**config.mk**
```make
export PLATFORM = sky130hd
export DESIGN_NAME = control_sequencer_flat
export DESIGN_NICKNAME = d
export VERILOG_FILES = /design/src/rtl/control_sequencer_pkg.sv /design/src/rtl/control_sequencer_if.sv /design/src/rtl/control_sequencer_reg_decode.sv /design/src/rtl/control_sequencer.sv /design/src/flat_wrapper.sv
export SDC_FILE = /design/constraint.sdc
export NUM_CORES = 1
export LEC_CHECK = 0
export ABC_AREA = 1
export ABC_CLOCK_PERIOD_IN_PS = 1500
export BUFFER_PORTS_ARGS = -buffer_cell sky130_fd_sc_hd__buf_2
export CAP_MARGIN = 20
export CORE_ASPECT_RATIO = 1.5
export CORE_MARGIN = 3
export CORE_UTILIZATION = 36
export CTS_CLUSTER_DIAMETER = 60
export DETAILED_ROUTE_END_ITERATION = 6
export PLACE_DENSITY = 0.81
export SLEW_MARGIN = 20
export SYNTH_ARGS = -nofsm -noshare
export SYNTH_HDL_FRONTEND = slang
export SYNTH_SLANG_ARGS = --single-unit
```
**constraint.sdc**
```tcl
create_clock -name clk -period 1.5 [get_ports clk]
set_clock_uncertainty 0.1 [all_clocks]
set_input_delay 0.075 -clock clk [delete_from_list [all_inputs] [get_ports clk]]
set_output_delay 0.075 -clock clk [all_outputs]
set_load 0.02 [all_outputs]
```
**src/rtl/control_sequencer_pkg.sv**
```systemverilog
// Shared CPU definitions: sequencer state encoding, opcode constants, IR field
// positions and instruction-class helpers used by the control sequencer.
package cpu_defs;

    typedef enum logic [3:0] {
        ST_RST  = 4'd0,
        ST_T0   = 4'd1,
        ST_T1   = 4'd2,
        ST_T2   = 4'd3,
        ST_T3   = 4'd4,
        ST_T4   = 4'd5,
        ST_T5   = 4'd6,
        ST_T6   = 4'd7,
        ST_HALT = 4'd8
    } state_t;

    typedef enum logic [1:0] {
        CLS_NOP    = 2'd0,
        CLS_BINARY = 2'd1,
        CLS_UNARY  = 2'd2,
        CLS_HALT   = 2'd3
    } op_class_t;

    localparam logic [4:0] OP_ADD  = 5'b00011;
    localparam logic [4:0] OP_SUB  = 5'b00100;
    localparam logic [4:0] OP_AND  = 5'b00101;
    localparam logic [4:0] OP_OR   = 5'b00110;
    localparam logic [4:0] OP_SHR  = 5'b00111;
    localparam logic [4:0] OP_SHRA = 5'b01000;
    localparam logic [4:0] OP_SHL  = 5'b01001;
    localparam logic [4:0] OP_ROR  = 5'b01010;
    localparam logic [4:0] OP_ROL  = 5'b01011;
    localparam logic [4:0] OP_MUL  = 5'b01111;
    localparam logic [4:0] OP_DIV  = 5'b10000;
    localparam logic [4:0] OP_NEG  = 5'b10001;
    localparam logic [4:0] OP_NOT  = 5'b10010;
    localparam logic [4:0] OP_NOP  = 5'b11010;
    localparam logic [4:0] OP_HALT = 5'b11011;

    localparam int OP_W      = 5;
    localparam int REG_W     = 4;
    localparam int IR_OP_LSB = 27;
    localparam int IR_RA_LSB = 23;
    localparam int IR_RB_LSB = 19;
    localparam int IR_RC_LSB = 15;

    // Anything not recognised executes as a nop.
    function automatic op_class_t classify(input logic [4:0] op);
        op_class_t cls;
        case (op)
            OP_ADD, OP_SUB, OP_AND, OP_OR, OP_SHR, OP_SHRA, OP_SHL,
            OP_ROR, OP_ROL, OP_MUL, OP_DIV: cls = CLS_BINARY;
            OP_NEG, OP_NOT:                  cls = CLS_UNARY;
            OP_HALT:                         cls = CLS_HALT;
            default:                         cls = CLS_NOP;
        endcase
        return cls;
    endfunction

    function automatic logic is_wide(input logic [4:0] op);
        return (op == OP_MUL) || (op == OP_DIV);
    endfunction

endpackage

```
**src/rtl/control_sequencer_if.sv**
```systemverilog
// Strobe bundle between the control sequencer (master) and the datapath (slave).
interface control_sequencer_if #(
    parameter int NREGS = 16
);
    logic [31:0]      ir;
    logic             mem_ready;
    logic [NREGS-1:0] rin;
    logic [NREGS-1:0] rout;
    logic             pc_out;
    logic             pc_in;
    logic             inc_pc;
    logic             mar_in;
    logic             mdr_read;
    logic             mdr_in;
    logic             mdr_out;
    logic             ir_in;
    logic             y_in;
    logic             zlo_in;
    logic             zhi_in;
    logic             zlo_out;
    logic             zhi_out;
    logic             lo_in;
    logic             hi_in;
    logic [4:0]       alu_op;
    logic             run;
    logic             fault;

    modport master (
        input  ir, mem_ready,
        output rin, rout, pc_out, pc_in, inc_pc, mar_in, mdr_read, mdr_in,
               mdr_out, ir_in, y_in, zlo_in, zhi_in, zlo_out, zhi_out,
               lo_in, hi_in, alu_op, run, fault
    );

    modport slave (
        output ir, mem_ready,
        input  rin, rout, pc_out, pc_in, inc_pc, mar_in, mdr_read, mdr_in,
               mdr_out, ir_in, y_in, zlo_in, zhi_in, zlo_out, zhi_out,
               lo_in, hi_in, alu_op, run, fault
    );
endinterface

```
**src/rtl/control_sequencer_reg_decode.sv**
```systemverilog
// Register-field to one-hot decoder; field values at or above NREGS select nothing.
module reg_decode4to16 #(
    parameter int NREGS = 16
) (
    input  logic [3:0]       field,
    input  logic             en,
    output logic [NREGS-1:0] onehot
);

    // Bit i matches field == i only for i < 16, so wide vectors never alias.
    always_comb begin
        onehot = '0;
        for (int i = 0; i < NREGS; i++) begin
            if (en && (i < 16) && ({28'd0, field} == 32'(i))) begin
                onehot[i] = 1'b1;
            end else begin
                onehot[i] = 1'b0;
            end
        end
    end

endmodule

```
**src/rtl/control_sequencer.sv**
```systemverilog
// Hardwired control unit: fetch with memory-ready handshake and timeout, then
// execute of register-to-register ALU ops, nop and halt.
module control_sequencer
    import cpu_defs::*;
#(
    parameter int NREGS       = 16,
    parameter int MEM_TIMEOUT = 15
) (
    input  logic                  clk,
    input  logic                  reset,
    control_sequencer_if.master   bus
);

    localparam int CNT_W = $clog2(MEM_TIMEOUT + 1);

    state_t           state_r, state_s;
    logic [CNT_W-1:0] wait_cnt_r, wait_cnt_s, wait_inc_s;
    logic             fault_r, fault_s;

    logic [4:0]       opcode_s;
    logic [3:0]       ra_s, rb_s, rc_s, rout_sel_s;
    op_class_t        class_s;
    logic             wide_s;

    logic             rin_en_s, rout_en_s;
    logic [NREGS-1:0] rin_s, rout_s;
    logic             pc_out_s, pc_in_s, inc_pc_s, mar_in_s;
    logic             mdr_read_s, mdr_in_s, mdr_out_s, ir_in_s, y_in_s;
    logic             zlo_in_s, zhi_in_s, zlo_out_s, zhi_out_s, lo_in_s, hi_in_s;
    logic [4:0]       alu_op_s;

    assign opcode_s   = bus.ir[IR_OP_LSB +: OP_W];
    assign ra_s       = bus.ir[IR_RA_LSB +: REG_W];
    assign rb_s       = bus.ir[IR_RB_LSB +: REG_W];
    assign rc_s       = bus.ir[IR_RC_LSB +: REG_W];
    assign class_s    = classify(opcode_s);
    assign wide_s     = is_wide(opcode_s);
    assign wait_inc_s = wait_cnt_r + {{(CNT_W-1){1'b0}}, 1'b1};

    // State, wait counter and sticky fault; reset wins from every state.
    always_ff @(posedge clk) begin
        if (reset) begin
            state_r    <= ST_RST;
            wait_cnt_r <= '0;
            fault_r    <= 1'b0;
        end else begin
            state_r    <= state_s;
            wait_cnt_r <= wait_cnt_s;
            fault_r    <= fault_s;
        end
    end

    // Next-state logic.
    always_comb begin
        state_s    = state_r;
        wait_cnt_s = wait_cnt_r;
        fault_s    = fault_r;
        case (state_r)
            ST_RST: begin
                state_s    = ST_T0;
                wait_cnt_s = '0;
            end
            ST_T0: begin
                state_s    = ST_T1;
                wait_cnt_s = '0;
            end
            ST_T1: begin
                if (bus.mem_ready) begin
                    state_s    = ST_T2;
                    wait_cnt_s = '0;
                end else if (wait_inc_s == CNT_W'(MEM_TIMEOUT)) begin
                    state_s    = ST_HALT;
                    wait_cnt_s = wait_inc_s;
                    fault_s    = 1'b1;
                end else begin
                    wait_cnt_s = wait_inc_s;
                end
            end
            ST_T2: begin
                case (class_s)
                    CLS_BINARY: state_s = ST_T3;
                    CLS_UNARY:  state_s = ST_T4;
                    CLS_HALT:   state_s = ST_HALT;
                    default:    state_s = ST_T0;
                endcase
            end
            ST_T3:   state_s = ST_T4;
            ST_T4:   state_s = ST_T5;
            ST_T5:   state_s = wide_s ? ST_T6 : ST_T0;
            ST_T6:   state_s = ST_T0;
            ST_HALT: state_s = ST_HALT;
            default: state_s = ST_RST;
        endcase
    end

    // Moore strobe decode; mdr_in is the lone pass-through of mem_ready.
    always_comb begin
        rin_en_s   = 1'b0;
        rout_en_s  = 1'b0;
        rout_sel_s = rb_s;
        pc_out_s   = 1'b0;
        pc_in_s    = 1'b0;
        inc_pc_s   = 1'b0;
        mar_in_s   = 1'b0;
        mdr_read_s = 1'b0;
        mdr_in_s   = 1'b0;
        mdr_out_s  = 1'b0;
        ir_in_s    = 1'b0;
        y_in_s     = 1'b0;
        zlo_in_s   = 1'b0;
        zhi_in_s   = 1'b0;
        zlo_out_s  = 1'b0;
        zhi_out_s  = 1'b0;
        lo_in_s    = 1'b0;
        hi_in_s    = 1'b0;
        alu_op_s   = 5'd0;
        case (state_r)
            ST_T0: begin
                pc_out_s = 1'b1;
                mar_in_s = 1'b1;
                inc_pc_s = 1'b1;
                zlo_in_s = 1'b1;
            end
            ST_T1: begin
                zlo_out_s  = 1'b1;
                pc_in_s    = 1'b1;
                mdr_read_s = 1'b1;
                mdr_in_s   = bus.mem_ready;
            end
            ST_T2: begin
                mdr_out_s = 1'b1;
                ir_in_s   = 1'b1;
            end
            ST_T3: begin
                rout_en_s  = 1'b1;
                rout_sel_s = rb_s;
                y_in_s     = 1'b1;
            end
            ST_T4: begin
                rout_en_s  = 1'b1;
                rout_sel_s = (class_s == CLS_UNARY) ? rb_s : rc_s;
                alu_op_s   = opcode_s;
                zlo_in_s   = 1'b1;
                zhi_in_s   = wide_s;
            end
            ST_T5: begin
                zlo_out_s = 1'b1;
                if (wide_s) begin
                    lo_in_s = 1'b1;
                end else begin
                    rin_en_s = 1'b1;
                end
            end
            ST_T6: begin
                zhi_out_s = 1'b1;
                hi_in_s   = 1'b1;
            end
            default: begin
                rin_en_s  = 1'b0;
                rout_en_s = 1'b0;
            end
        endcase
    end

    reg_decode4to16 #(.NREGS(NREGS)) u_rin_dec (
        .field  (ra_s),
        .en     (rin_en_s),
        .onehot (rin_s)
    );

    reg_decode4to16 #(.NREGS(NREGS)) u_rout_dec (
        .field  (rout_sel_s),
        .en     (rout_en_s),
        .onehot (rout_s)
    );

    assign bus.rin      = rin_s;
    assign bus.rout     = rout_s;
    assign bus.pc_out   = pc_out_s;
    assign bus.pc_in    = pc_in_s;
    assign bus.inc_pc   = inc_pc_s;
    assign bus.mar_in   = mar_in_s;
    assign bus.mdr_read = mdr_read_s;
    assign bus.mdr_in   = mdr_in_s;
    assign bus.mdr_out  = mdr_out_s;
    assign bus.ir_in    = ir_in_s;
    assign bus.y_in     = y_in_s;
    assign bus.zlo_in   = zlo_in_s;
    assign bus.zhi_in   = zhi_in_s;
    assign bus.zlo_out  = zlo_out_s;
    assign bus.zhi_out  = zhi_out_s;
    assign bus.lo_in    = lo_in_s;
    assign bus.hi_in    = hi_in_s;
    assign bus.alu_op   = alu_op_s;
    assign bus.run      = (state_r != ST_RST) && (state_r != ST_HALT);
    assign bus.fault    = fault_r;

endmodule
```
**src/flat_wrapper.sv**
```systemverilog
// flat-port wrapper written by rule: the top's interface ports become plain ports
module control_sequencer_flat import cpu_defs::*;
#(
    parameter int NREGS       = 16,
    parameter int MEM_TIMEOUT = 15
)
  (clk, reset, bus_ir, bus_mem_ready, bus_rin, bus_rout, bus_pc_out, bus_pc_in, bus_inc_pc, bus_mar_in, bus_mdr_read, bus_mdr_in, bus_mdr_out, bus_ir_in, bus_y_in, bus_zlo_in, bus_zhi_in, bus_zlo_out, bus_zhi_out, bus_lo_in, bus_hi_in, bus_alu_op, bus_run, bus_fault);
  control_sequencer_if #(.NREGS(NREGS)) bus_i ();
  input  logic clk;
  input  logic reset;
  input wire logic [$bits(bus_i.ir)-1:0] bus_ir;
  input wire logic [$bits(bus_i.mem_ready)-1:0] bus_mem_ready;
  output wire logic [$bits(bus_i.rin)-1:0] bus_rin;
  output wire logic [$bits(bus_i.rout)-1:0] bus_rout;
  output wire logic [$bits(bus_i.pc_out)-1:0] bus_pc_out;
  output wire logic [$bits(bus_i.pc_in)-1:0] bus_pc_in;
  output wire logic [$bits(bus_i.inc_pc)-1:0] bus_inc_pc;
  output wire logic [$bits(bus_i.mar_in)-1:0] bus_mar_in;
  output wire logic [$bits(bus_i.mdr_read)-1:0] bus_mdr_read;
  output wire logic [$bits(bus_i.mdr_in)-1:0] bus_mdr_in;
  output wire logic [$bits(bus_i.mdr_out)-1:0] bus_mdr_out;
  output wire logic [$bits(bus_i.ir_in)-1:0] bus_ir_in;
  output wire logic [$bits(bus_i.y_in)-1:0] bus_y_in;
  output wire logic [$bits(bus_i.zlo_in)-1:0] bus_zlo_in;
  output wire logic [$bits(bus_i.zhi_in)-1:0] bus_zhi_in;
  output wire logic [$bits(bus_i.zlo_out)-1:0] bus_zlo_out;
  output wire logic [$bits(bus_i.zhi_out)-1:0] bus_zhi_out;
  output wire logic [$bits(bus_i.lo_in)-1:0] bus_lo_in;
  output wire logic [$bits(bus_i.hi_in)-1:0] bus_hi_in;
  output wire logic [$bits(bus_i.alu_op)-1:0] bus_alu_op;
  output wire logic [$bits(bus_i.run)-1:0] bus_run;
  output wire logic [$bits(bus_i.fault)-1:0] bus_fault;
  assign bus_i.ir = bus_ir;
  assign bus_i.mem_ready = bus_mem_ready;
  assign bus_rin = bus_i.rin;
  assign bus_rout = bus_i.rout;
  assign bus_pc_out = bus_i.pc_out;
  assign bus_pc_in = bus_i.pc_in;
  assign bus_inc_pc = bus_i.inc_pc;
  assign bus_mar_in = bus_i.mar_in;
  assign bus_mdr_read = bus_i.mdr_read;
  assign bus_mdr_in = bus_i.mdr_in;
  assign bus_mdr_out = bus_i.mdr_out;
  assign bus_ir_in = bus_i.ir_in;
  assign bus_y_in = bus_i.y_in;
  assign bus_zlo_in = bus_i.zlo_in;
  assign bus_zhi_in = bus_i.zhi_in;
  assign bus_zlo_out = bus_i.zlo_out;
  assign bus_zhi_out = bus_i.zhi_out;
  assign bus_lo_in = bus_i.lo_in;
  assign bus_hi_in = bus_i.hi_in;
  assign bus_alu_op = bus_i.alu_op;
  assign bus_run = bus_i.run;
  assign bus_fault = bus_i.fault;
  control_sequencer #(.NREGS(NREGS), .MEM_TIMEOUT(MEM_TIMEOUT)) u_core (.clk(clk), .reset(reset), .bus(bus_i));
endmodule
```
==> results.toml <==
[outcome]
status = "finished with violations"
failed_checks = "negative setup slack"

[logic_synthesis]
postSynth.topFlopCell = "sky130_fd_sc_hd__dfxtp_1"
synth_top_area_share = 0.1746
syn-cell-area_sq_um = 1182
yosys.area.top_type = "sky130_fd_sc_hd__nor2_1"
synth_fp_nets = 257
synth_enable_flop_cells = 0
ys_ff_latch = 9
syn_avg_cell_area_sq_um = 5.474
yosys-top-cells-area = "sky130_fd_sc_hd__nor2_1 (17%), sky130_fd_sc_hd__nand2_1 (17%), sky130_fd_sc_hd__dfxtp_1 (15%)"
yosys_warn_count = 0
async_flop_share = 0
synthesis.instances = 216
post_synth_num_cell_types = 26
synth_seq_area_share = 0.1524

[detailed_routing]
drt-initial-drc-count = 69
drc = 0
drt-pass1-iter-count = 4
num_vias = 1912
route.detailed.vias_per_inst = 5.267
routed_wl_microns = 6619
routedWlPerCell_microns = 18.23
final_antenna_net_count = 0

[floorplan]
core_sq_um = 3033
ioPinCount = 89
initial_core_util = 0.3899
dieArea_sq_um = 4022
die_width_microns = 52.80
core.rowCount = 24
fp.dieH_microns = 76.19

[global_route]
grt_first_pass_wirelength_microns = 7831
grt.overflow.total = 0
antenna_found_initial = 0
global_route.usage.total = 0.2465
via_count_of_the_first_global_routing_pass = 1848
grt_start_max_net_pins = 10

[sta]
rsz0062_at_grt = "true"
finalMaxSlewViolations = 0
max-slew-margin-rel = 0.7684
report.final.hold_viol_count = 0
setup_ws_ns = -0.5237
final-setup-viol-count = 44
timing_worst_slew_pin_value_ns = 0.3461
min_period_over_period = 1.349
clock.fmax_ghz = 0.4941
finalWorstPathRequiredPeriod_ns = 2.024

[setup_path]
timing.critical_path.to_type = "output pin"
critical_path_arrival_ns = 1.85
critical_path_required_ns = 1.32
timing.critical_path.fanout_max = 8
setup.worst_path.class = "primary input to output pin"
critical_path.startpoint_type = "primary input"

[placement]
place_ws_ns = -0.6050
detailedPlacementHpwl_microns = 3279
dpl.cell_count = 346
buffer_ports.inserted = 73
gp_routability_congestion = 0.8396

[final_layout]
layout-drive-gt1-share = 0.6883
layout.nets = 366
antenna_cells_inserted = 0
area.growth.synth_to_final_pct = 134.1
layout.filler_cells = 120
finalNonFillerCells = 363

[flow_run]
drv.max_cap_violation_count = 0

[clocking]
cts_inserted_buffers = 3
cts.htree.levels = 1
clockBufferDepth = 2
clk_latency_ns = 0.24
clock_sinks = 9
tritoncts = "built"
clkTransAtPathRegs_ns = 0.05
clock-root-buffer = "sky130_fd_sc_hd__clkbuf_8"

[power]
total_power_mw = 2.109
irDropWorstVdd_mv = 0.9508
power.leakage_nw = 1.272
power.density_cell_area_nw_per_um2 = 762.1

[worst_hold_path]
class_of_the_most_critical_hold_timing_path = "primary input to register"
power breakdown:
group | total [mW] | internal [mW] | switching, mW
logic | 1.49 | 0.587 | 0.904
clock network | 0.299 | 0.187 | 0.113
registers | 0.319 | 0.282 | 0.0371
total | 2.11 | 1.06 | 1.05
worst paths after layout:
path                     startpoint                    to  slack, ns  depth (start not counted)
setup / recovery         bus_ir[27]           bus_rout[0]      -0.52                         12
hold / removal        bus_mem_ready  u_core.wait_cnt_r[3]       0.12                          4
setup reg to reg  u_core.state_r[0]     u_core.state_r[3]      -0.02                          8
hold reg to reg    u_core.bus.fault      u_core.bus.fault       0.38                          1
area by class of cell:
class / instances / area (sq um) / area share
clock buffers: 4 / 45.04 / 0.01627
repair buffers: 110 / 925.9 / 0.3345
well taps: 39 / 48.80 / 0.01763
flip-flops and latches: 9 / 187.7 / 0.06781
multi-input cells: 165 / 1393 / 0.5032
inverters: 36 / 167.7 / 0.06058
worst max-delay path: stages:
cell and delay [ns]:
sky130_fd_sc_hd__buf_12 0.09, sky130_fd_sc_hd__ha_2 0.21, sky130_fd_sc_hd__nand3_2 0.13, sky130_fd_sc_hd__a21oi_4 0.20, sky130_fd_sc_hd__ha_4 0.19, sky130_fd_sc_hd__inv_8 0.06, sky130_fd_sc_hd__nand2_2 0.07, sky130_fd_sc_hd__o21ai_4 0.08
sky130_fd_sc_hd__o21ai_4 0.31, sky130_fd_sc_hd__nand2_2 0.16, sky130_fd_sc_hd__nor2_4 0.14, sky130_fd_sc_hd__buf_6 0.12
layout by cell type (no fill, tap or decap), types with 6 or more instances in the layout:
cell type	n
sky130_fd_sc_hd__dfxtp_2	6
sky130_fd_sc_hd__inv_1	23
sky130_fd_sc_hd__buf_2	25
sky130_fd_sc_hd__nand2_1	31
sky130_fd_sc_hd__nor2_1	21
sky130_fd_sc_hd__inv_2	7
sky130_fd_sc_hd__buf_4	47
sky130_fd_sc_hd__nor2_4	30
sky130_fd_sc_hd__o21ai_4	10
sky130_fd_sc_hd__nand3_4	7
sky130_fd_sc_hd__nand2_4	12
sky130_fd_sc_hd__buf_6	34
sky130_fd_sc_hd__nand2_2	16
sky130_fd_sc_hd__nor2_2	6
sequential cells by signal, indices dropped and copies added (netlist names):
| name | cells |
|---|---|
| u_core.bus.fault | 1 |
| u_core.wait_cnt_r | 4 |
| u_core.state_r | 4 |
logic make-up (layout without fill, tap and decap cells):
kind of cell,Yosys count,after routing,synth area share
AND/OR/NAND/NOR,136,136,0.4995
buffers and inverters,42,150,0.1651
AO/OA/AOI/OAI,23,23,0.1196
flip-flops,9,9,0.1524
adder cells (fa/ha/maj),6,6,0.06349
per-stage QoR:
step,setup TNS (ns),utilization,hold slack [ns],instance area (sq um)
floorplan,-2.752,-,0.04407,1431
global placement,-8.372,0.6531,0.2415,1981
detailed placement,-9.512,0.6531,0.2371,1981
CTS,-9.135,0.7640,0.06595,2317
global route,-16.44,0.9125,0.1610,2768
finish,-12.81,0.9125,0.1163,2768
cells in the mapped netlist, types with 3 or more instances:
| cell type | instances |
|---|---|
| sky130_fd_sc_hd__buf_4 | 5 |
| sky130_fd_sc_hd__o21ai_2 | 3 |
| sky130_fd_sc_hd__o21ai_1 | 3 |
| sky130_fd_sc_hd__nor2_1 | 55 |
| sky130_fd_sc_hd__inv_1 | 30 |
| sky130_fd_sc_hd__nand4_1 | 3 |
| sky130_fd_sc_hd__nand2_2 | 5 |
| sky130_fd_sc_hd__o21ai_0 | 8 |
| sky130_fd_sc_hd__dfxtp_1 | 9 |
| sky130_fd_sc_hd__nand3_1 | 13 |
| sky130_fd_sc_hd__ha_1 | 6 |
| sky130_fd_sc_hd__nand2_1 | 53 |
| sky130_fd_sc_hd__a21oi_1 | 6 |
| sky130_fd_sc_hd__inv_2 | 5 |
layer usage:
layer | up-vias | global-route usage | share of wire
met3 | 29 | 0.03131 | 0.054
met1 | 905 | 0.2224 | 0.33
met2 | 93 | 0.4876 | 0.57
met4 | 0 | 0.1253 | 0.042
met5 | - | 0 | 0
li1 | 885 | - | -
timing repair:
item	CTS	global route
resized for setup	74	110
pin swaps	29	41
endpoints found under the hold margin	6	0
buffers inserted	7	7
hold buffers	1	0
endpoints found under the setup margin	34	55
No activity file was read; power rests on OpenSTA's default activity.
